$ cat config.mk
export PLATFORM = sky130hd
export DESIGN_NAME = pending_instr_tracker
export DESIGN_NICKNAME = d
export VERILOG_FILES = /design/src/rtl/pending_instr_tracker_pkg.sv /design/src/rtl/pending_instr_tracker_ctr.sv /design/src/rtl/pending_instr_tracker.sv
export SDC_FILE = /design/constraint.sdc
export NUM_CORES = 1
export LEC_CHECK = 0
export BUFFER_PORTS_ARGS = -buffer_cell sky130_fd_sc_hd__buf_2
export CAP_MARGIN = 20
export CORE_AREA = 2 2 72 74
export CTS_BUF_LIST = sky130_fd_sc_hd__clkbuf_4
export CTS_CLUSTER_SIZE = 24
export DETAILED_ROUTE_END_ITERATION = 16
export DIE_AREA = 0 0 74 76
export PLACE_DENSITY_LB_ADDON = 0.25
export SKIP_CTS_REPAIR_TIMING = 1
export SYNTH_ARGS = -nofsm -noshare
export SYNTH_HDL_FRONTEND = slang
export SYNTH_HIERARCHICAL = 1
export SYNTH_SLANG_ARGS = --single-unit
export TNS_END_PERCENT = 30
$ cat constraint.sdc
create_clock -name clk -period 2.2 [get_ports clk]
set_input_delay 0.33 -clock clk [delete_from_list [all_inputs] [get_ports clk]]
set_output_delay 0.33 -clock clk [all_outputs]
set_load 0.01 [all_outputs]
$ cat src/rtl/pending_instr_tracker_pkg.sv
// Shared types, widths and warp-id decode helper for the
// pending instruction tracker.
package pending_instr_tracker_pkg;

  localparam int MAX_WARPS     = 32;
  localparam int NUM_WARPS_DEF = 4;
  localparam int ISSUE_W_DEF   = 1;
  localparam int MAX_PEND_DEF  = 15;

  localparam int PENDING_CTR_W = $clog2(MAX_PEND_DEF + 1);

  typedef logic [MAX_WARPS-1:0] warp_oh_t;

  // One-hot of wid over the first nw warps; zero when out of range.
  function automatic warp_oh_t wid_decode(
    input logic [31:0] wid,
    input int unsigned nw
  );
    warp_oh_t oh;
    oh = '0;
    if (wid < nw)
      oh[wid[4:0]] = 1'b1;
    return oh;
  endfunction

endpackage

$ cat src/rtl/pending_instr_tracker_ctr.sv
// One warp's in-flight counter: cnt + inc - dec each cycle,
// clamped at zero with an underflow pulse.
// Ports: clk, reset, inc, dec -> cnt, nonzero, underflow.
module pending_warp_ctr #(
  parameter int CTR_W = 4,
  parameter int DEC_W = 1
) (
  input  logic             clk,
  input  logic             reset,
  input  logic             inc,
  input  logic [DEC_W-1:0] dec,
  output logic [CTR_W-1:0] cnt,
  output logic             nonzero,
  output logic             underflow
);

  localparam int SW = CTR_W + DEC_W + 1;

  logic [SW-1:0] sum;

  // Two's-complement sum; sign bit set means more retired
  // than were outstanding.
  assign sum       = SW'(cnt) + SW'(inc) - SW'(dec);
  assign underflow = sum[SW-1];

  always_ff @(posedge clk) begin
    if (reset) begin
      cnt     <= '0;
      nonzero <= 1'b0;
    end else if (underflow) begin
      cnt     <= '0;
      nonzero <= 1'b0;
    end else begin
      cnt     <= sum[CTR_W-1:0];
      nonzero <= |sum[SW-2:0];
    end
  end

endmodule

$ cat src/rtl/pending_instr_tracker.sv
// Per-warp in-flight instruction tracker between dispatch and commit.
// Ports: clk, reset, incr_*, decr_* -> pending_mask, all_idle, err_underflow.
module pending_instr_tracker
  import pending_instr_tracker_pkg::*;
#(
  parameter int NUM_WARPS   = NUM_WARPS_DEF,
  parameter int ISSUE_WIDTH = ISSUE_W_DEF,
  parameter int MAX_PENDING = MAX_PEND_DEF,
  localparam int NW_WIDTH   = (NUM_WARPS > 1) ? $clog2(NUM_WARPS) : 1
) (
  input  logic                            clk,
  input  logic                            reset,
  input  logic                            incr_valid,
  input  logic [NW_WIDTH-1:0]             incr_wid,
  output logic                            incr_ready,
  input  logic [ISSUE_WIDTH-1:0]          decr_valid,
  input  logic [ISSUE_WIDTH*NW_WIDTH-1:0] decr_wid,
  output logic [NUM_WARPS-1:0]            pending_mask,
  output logic                            all_idle,
  output logic                            err_underflow
);

  localparam int CTR_W = $clog2(MAX_PENDING + 1);
  localparam int DEC_W = $clog2(ISSUE_WIDTH + 1);

  logic [NUM_WARPS-1:0] inc_oh;
  logic [NUM_WARPS-1:0] lane_oh [ISSUE_WIDTH];
  logic [DEC_W-1:0]     dec_cnt [NUM_WARPS];
  logic [CTR_W-1:0]     cnt     [NUM_WARPS];
  logic [NUM_WARPS-1:0] nonzero;
  logic [NUM_WARPS-1:0] uflow;

  assign inc_oh = NUM_WARPS'(
    wid_decode(32'(incr_wid), NUM_WARPS));

  for (genvar i = 0; i < ISSUE_WIDTH; i++) begin : g_lane
    assign lane_oh[i] = decr_valid[i]
      ? NUM_WARPS'(wid_decode(
          32'(decr_wid[i*NW_WIDTH +: NW_WIDTH]), NUM_WARPS))
      : '0;
  end

  // Several lanes may retire the same warp in one cycle.
  always_comb begin
    for (int w = 0; w < NUM_WARPS; w++) begin
      dec_cnt[w] = '0;
      for (int i = 0; i < ISSUE_WIDTH; i++)
        dec_cnt[w] = dec_cnt[w] + DEC_W'(lane_oh[i][w]);
    end
  end

  // Looks only at registered counts, not same-cycle commits,
  // so there is no commit-to-dispatch timing path.
  always_comb begin
    incr_ready = 1'b1;
    for (int w = 0; w < NUM_WARPS; w++)
      if (inc_oh[w] && cnt[w] == CTR_W'(MAX_PENDING))
        incr_ready = 1'b0;
  end

  for (genvar w = 0; w < NUM_WARPS; w++) begin : g_warp
    pending_warp_ctr #(
      .CTR_W (CTR_W),
      .DEC_W (DEC_W)
    ) u_ctr (
      .clk       (clk),
      .reset     (reset),
      .inc       (incr_valid & incr_ready & inc_oh[w]),
      .dec       (dec_cnt[w]),
      .cnt       (cnt[w]),
      .nonzero   (nonzero[w]),
      .underflow (uflow[w])
    );
  end

  assign pending_mask = nonzero;
  assign all_idle     = &(~nonzero);

  always_ff @(posedge clk) begin
    if (reset)
      err_underflow <= 1'b0;
    else if (|uflow)
      err_underflow <= 1'b1;
  end

endmodule
==> reports/results.tsv, run 1 <==
stage	metric	value	unit
clocking	CTS root buffer	clkbuf_4	
pwr	maximum vdd drop	0.6333	mV
drt	WL met3	67	um
die	die height	76	um
logic_synthesis	Async S/R FF share, synth	0	%
worst_setup_path	Worst Path Required	2.39	ns
worst_setup_path	crit end category	flip-flop	
drt	met1 WL	1547	um
logic_synthesis	Ys Warns	6	
logic_synthesis	top cell type's share of synthesized area	25.57	%
logic_synthesis	top cells by count, synth	inv_1 (36), ha_1 (28), nor2_1 (28)	
hold_path	Hold Path Stages	2	
drt	via-per-instance ratio	4.373	
worst_setup_path	crit-path leading delay family	adder cells	
clocking	H-tree lvl count	1	
clocking	Max Buffers Root-to-Sink	2	
worst_setup_path	critical path type	reg2reg	
worst_setup_path	most used cell, CP	inv_1	
worst_setup_path	Bufs and invs on worst path	3	
logic_synthesis	largest area contributor in the netlist	dfxtp_1	
logic_synthesis	syn nets	229	
final_layout	Layout Utilization	43.71	%
die	die span in x	74	um
pwr	P_leak	0.9857	nW
logic_synthesis	main combinational cell family by area after synthesis	adder cells	
sta	setup violators final	5	
worst_setup_path	CP Launch Type	flip-flop	
worst_setup_path	slowest CP cell	fa_2	
logic_synthesis	Synth Area in XOR/XNOR	6.393	%
pwr	pwr dens	1190	nW/um2
sta	Max Freq	418.2	MHz
final_layout	layout cells sized above 1	40.25	%
worst_setup_path	Worst Reg-to-Reg Cells	13	
die	Initial Util	33.47	%
worst_setup_path	FF-to-FF setup slack	-0.19	ns
hold_path	Min-Delay Path Class	in2reg	
status	failing checks	setup timing	
grt	first-pass GRT wire length	5554	um
drt	top routing layer used	met4	
sta	min cycle time layout	2.391	ns
sta	Worst Tran Pin Value	0.2843	ns
clocking	clock-pin slew on the worst setup and hold paths	0.12	ns
drt	WL per Instance	10.73	um
logic_synthesis	post-synthesis mux area share	0	%
job	# Max-Cap Violations	0	
place	IO buf count	14	
sta	Fin Clk Skew	0.002721	ns
final_layout	nets	277	
place	gpl congestion	0.7583	
sta	max-slew violation count	0	
die	full die area	5624	um2
drt	Post-Route WL	3283	um
die	core area	4912	um2
sta	setup tns final	-0.4982	ns
logic_synthesis	Seq/Total Area, Yosys	25.57	%
drt	DR WL met2	1607	um
die	Top Ports	15	
logic_synthesis	Distinct cells, synth	26	
sta	Final Hold Fails	0	
grt	Global Route Usage Sum	12.65	%
clocking	CTS Sinks	21	
logic_synthesis	EDFF count, synth	0	
logic_synthesis	ys flop type	dfxtp_1	
status	run status	complete, but fails checks	
drt	Routed Antenna Nets	0	
logic_synthesis	simple-gate share of the synthesized area	22.07	%
grt	largest net degree at the start of global routing	12	
final_layout	Area Growth Syn to Fin	30.59	%
logic_synthesis	Synth Area in Compound Gates	11.57	%
worst_setup_path	worst-path fanout max	2	
grt	initial antenna violation count	0	
sta	relative max-transition margin	81.01	%
logic_synthesis	most numerous cell in the Yosys netlist	inv_1	
grt	number of global-route vias before repair	1295	
grt	gr ovfl total	0	
clocking	CTS buffer count	3	
logic_synthesis	mapped cell area	1644	um2
worst_setup_path	Crit path arrival time	2.58	ns
place	Cells after DPL	297	
drt	DRC violations left	0	
sta	period utilization	108.7	%
final_layout	Ant. Diodes	0	
sta	RSZ-0062 raised after global routing	true	
logic_synthesis	syn avg cell area	8.699	um2
logic_synthesis	Syn Inst Count	189	
die	FP Rows	26	
worst_setup_path	CP cell instances	nand4_1 > nor3_2 > nor4b_2 > inv_1 > ha_1 > inv_1 > ha_2 > inv_2 > fa_2 > nand2b_4 > a21oi_4 > xnor2_1 > a31oi_1	
logic_synthesis	Adder-Cell Fraction of Synth Area	26.18	%
place	post-DP HPWL	2637	um
logic_synthesis	flops & latches, synth	21	
worst_setup_path	CP Depth	13	
clocking	CTS tree	built	
drt	initial detailed-routing violation count	33	
logic_synthesis	Synth area leaders	dfxtp_1 (26%), ha_1 (21%), inv_1 (8.2%)	
drt	first drt pass iteration count	5	
worst_setup_path	Critical Path Max Stage Delay	0.39	ns
drt	DR vias	1338	
sta	setup ws final	-0.1911	ns
clocking	Worst-Skew Late Latency	0.30	ns
place	post-placement worst setup slack	-0.3175	ns
final_layout	Final Non-Filler Cells	306	
==> cells by family (layout without fill, tap and decap cells) <==
group	after synthesis	count (layout)
and+or+nand+nor	67	67
buffers and inverters	36	83
adders and majority gates	32	32
AOI/OAI and AO/OA	21	21
DFF	21	21
xor gates and xnor gates	12	12
==> placed cells by master (no fill, tap or decap), drive strengths merged, types with 5 or more instances in the layout <==
cell and instances:
and3 5, inv 36, nand2 6, ha 28
dfxtp 21, nand3 5, nor2 28, buf 43
a21oi 9, xor2 8
==> power breakdown <==
part	switching [mW]	internal, mW
Combinational	0.916	0.860
Sequential	0.0618	0.517
Clock	0.118	0.0831
Total	1.10	1.46
==> stage by stage <==
step                hold slack, ns  total power [mW]  area [um2]
floorplan                   0.3991             1.729        1655
global placement            0.5254             2.224        1993
detailed placement          0.5255             2.217        1993
CTS                         0.2324             2.443        2023
global route                0.2445             2.820        2147
finish                      0.2317             2.556        2147
==> path summary, 6_finish.rpt <==
check	startpoint	end
setup reg to reg	g_warp[0].u_ctr/cnt[2]	g_warp[0].u_ctr/nonzero
hold reg to reg	err_underflow	err_underflow
setup / recovery	g_warp[0].u_ctr/cnt[2]	g_warp[0].u_ctr/nonzero
hold / removal	reset	err_underflow
==> layout make-up <==
| type | instances | area, um2 |
|---|---|---|
| multi-input cells | 132 | 1172 |
| clock buffers | 4 | 30.03 |
| repair buffers | 43 | 287.8 |
| flip-flops and latches | 21 | 431.7 |
| fillers | 503 | 2765 |
| inverters | 36 | 137.6 |
| well taps | 70 | 87.58 |
==> layer usage <==
layer	track usage (%)	up-vias
li1	-	708
met1	16.56	600
met2	21.25	23
met3	0.5291	7
met4	5.455	0
met5	0	-
==> flip-flops by register name, indices dropped and copies added (netlist names) <==
register and cells:
err_underflow 1, g_warp.u_ctr/cnt 16, g_warp.u_ctr/nonzero 4
No activity file was read; power rests on OpenSTA's default activity.
==> run 2: changes to the inputs <==
- GPL_TIMING_DRIVEN: unset -> 0
==> run 2 against run 1 <==
  * The run still ends with setup timing left
  * Worst hold slack gained 0.012 ns
  * Clock skew is essentially flat
  * Utilization shrank 1.7 points
  * Register-to-register slack gained 0.10 ns
  * Clock power shrank 6%
  * Global-route usage shrank 1.5 points
  * Sequential share of layout area grew 1.6 points
  * Routed wire length shrank 3.6%
  * Power shrank 7.2%
  * First-iteration DRC count shrank 15%
==> reports/results.tsv, run 2 (synthesis results as in run 1) <==
stage	metric	value	unit	change
status	run status	complete, but fails checks		
status	failing checks	setup timing		
hold_path	Min-Delay Path Class	in2reg		
worst_setup_path	Worst Path Required	2.40	ns	about the same
final_layout	filler instances	504		+0.20%
grt	number of global-route vias before repair	1163		-10%
clocking	CTS buffer count	3		unchanged
sta	Worst Tran Pin Value	0.4440	ns	+0.1598 ns
drt	DRC violations left	0		unchanged
final_layout	Ant. Diodes	0		unchanged
sta	min cycle time layout	2.290	ns	-0.1015 ns
final_layout	biggest regs	g_warp.u_ctr/cnt x16, g_warp.u_ctr/nonzero x4, err_underflow x1		
place	DP Area	1813	um2	-9.0%
final_layout	most common cell after layout, fill and taps aside	inv_1		
sta	Max Freq	436.8	MHz	+4.4%
worst_setup_path	crit end category	flip-flop		
drt	WL per Instance	10.99	um	+2.4%
sta	RSZ-0062 raised after global routing	true		
final_layout	nets	259		-6.5%
die	die span in x	74	um	unchanged
sta	period utilization	104.1	%	-4.6 points
sta	setup violators final	4		-1
die	die height	76	um	unchanged
worst_setup_path	Worst Reg-to-Reg Cells	13		unchanged
final_layout	Reg area	446.7	um2	+3.5%
worst_setup_path	Crit path arrival time	2.49	ns	-0.09 ns
clocking	Max Buffers Root-to-Sink	2		unchanged
final_layout	Largest Register	g_warp.u_ctr/cnt		
final_layout	Largest register FFs	16		unchanged
pwr	maximum vdd drop	0.5335	mV	-16%
sta	Fin Clk Skew	0.002482	ns	-0.0002388 ns
place	gpl congestion	0.7685		+1.3%
worst_setup_path	CP Launch Type	flip-flop		
pwr	P_leak	0.8980	nW	-8.9%
clocking	CTS tree	built		
grt	Global Route Usage Sum	11.18	%	-1.5 points
clocking	Worst-Skew Late Latency	0.30	ns	about the same
grt	gr ovfl total	0		unchanged
drt	initial detailed-routing violation count	28		-15%
clocking	CTS root buffer	clkbuf_4		
sta	max-slew violation count	0		unchanged
die	Top Ports	15		unchanged
drt	Routed Antenna Nets	0		unchanged
final_layout	Area Growth Syn to Fin	25.42	%	
grt	initial antenna violation count	0		unchanged
job	# Max-Cap Violations	0		unchanged
clocking	H-tree lvl count	1		unchanged
worst_setup_path	worst-path fanout max	2		unchanged
place	IO buf count	14		unchanged
place	post-placement worst setup slack	-0.3583	ns	-0.04080 ns
sta	relative max-transition margin	70.33	%	-11 points
drt	via-per-instance ratio	4.313		-1.4%
worst_setup_path	critical path type	reg2reg		
die	full die area	5624	um2	unchanged
grt	largest net degree at the start of global routing	13		+1
die	core area	4912	um2	unchanged
drt	Post-Route WL	3164	um	-3.6%
final_layout	layout cells sized above 1	39.45	%	-0.80 points
grt	first-pass GRT wire length	4961	um	-11%
drt	DR vias	1242		-7.2%
final_layout	most frequent cells in the layout	inv_1 (29), nor2_1 (27), ha_1 (22), buf_2 (14), buf_4 (11)		
hold_path	Hold Path Stages	2		unchanged
sta	Final Hold Fails	0		unchanged
die	FP Rows	26		unchanged
final_layout	cell area after layout	2062	um2	-4.0%
die	Initial Util	33.47	%	unchanged
clocking	clock-pin slew on the worst setup and hold paths	0.12	ns	about the same
place	post-DP HPWL	2534	um	-3.9%
sta	setup ws final	-0.08964	ns	+0.1015 ns
clocking	CTS Sinks	21		unchanged
drt	first drt pass iteration count	4		-1
final_layout	multi-input gate area in the final layout	1212	um2	+3.4%
pwr	pwr dens	1150	nW/um2	-3.4%
-- run 2: cell types whose count changed in the layout (fill, tap and decap cells not counted), sizes merged --
cell	before	now
clkbuf	4	3
buf	43	25
clkinv	0	1
-- run 2: report_power, final --
group	switching (mW)	total (mW)	internal, mW
registers	0.0735	0.598	0.524
clock network	0.122	0.189	0.0677
logic	0.852	1.59	0.734
-- run 2: layout make-up --
cell class	instances	area share, %
clock inverter	1	0.2427
timing repair buffer	25	7.403
clock buffer	3	1.092
sequential	21	21.66
multi-input combinational	132	58.80
inverter	36	6.553
tap	70	4.248
-- run 2: worst max-delay path, cell delays in order, from the launching register on --
cell and delay (ns):
dfxtp_2 0.35, nand4_1 0.11, nor3b_2 0.06, nor4bb_1 0.25
inv_1 0.11, ha_4 0.22, inv_2 0.06, ha_4 0.13
inv_2 0.04, fa_2 0.35, nand2b_4 0.15, a21oi_2 0.14
xnor2_1 0.13, a31oi_1 0.10
-- run 2: final timing paths --
check                    startpoint                      end  slack, ns
max          g_warp[2].u_ctr/cnt[2]  g_warp[2].u_ctr/nonzero      -0.09
min                           reset            err_underflow       0.24
max reg2reg  g_warp[2].u_ctr/cnt[2]  g_warp[2].u_ctr/nonzero      -0.09
min reg2reg           err_underflow            err_underflow       0.57
-- run 2: through the flow --
stage	hold slack, ns	utilization [%]	setup TNS, ns	cells	power, mW
after CTS	0.2284	37.47	-1.137	277	2.226
final	0.2442	41.98	-0.2636	288	2.372
after global placement	0.5426	36.91	-1.276	273	2.019
after global routing	0.2336	41.98	-1.021	288	2.608
after floorplan	0.3991	-	-0.1599	189	1.729
after detailed placement	0.5332	36.91	-1.319	273	2.024
-- run 2: routing by layer --
metal	up-vias	part of all wire, %	track usage [%]
li1	671	-	-
met1	560	48	15.06
met2	9	49	18.48
met3	2	1.3	0.9259
met4	0	0.85	3.818
met5	-	0	0
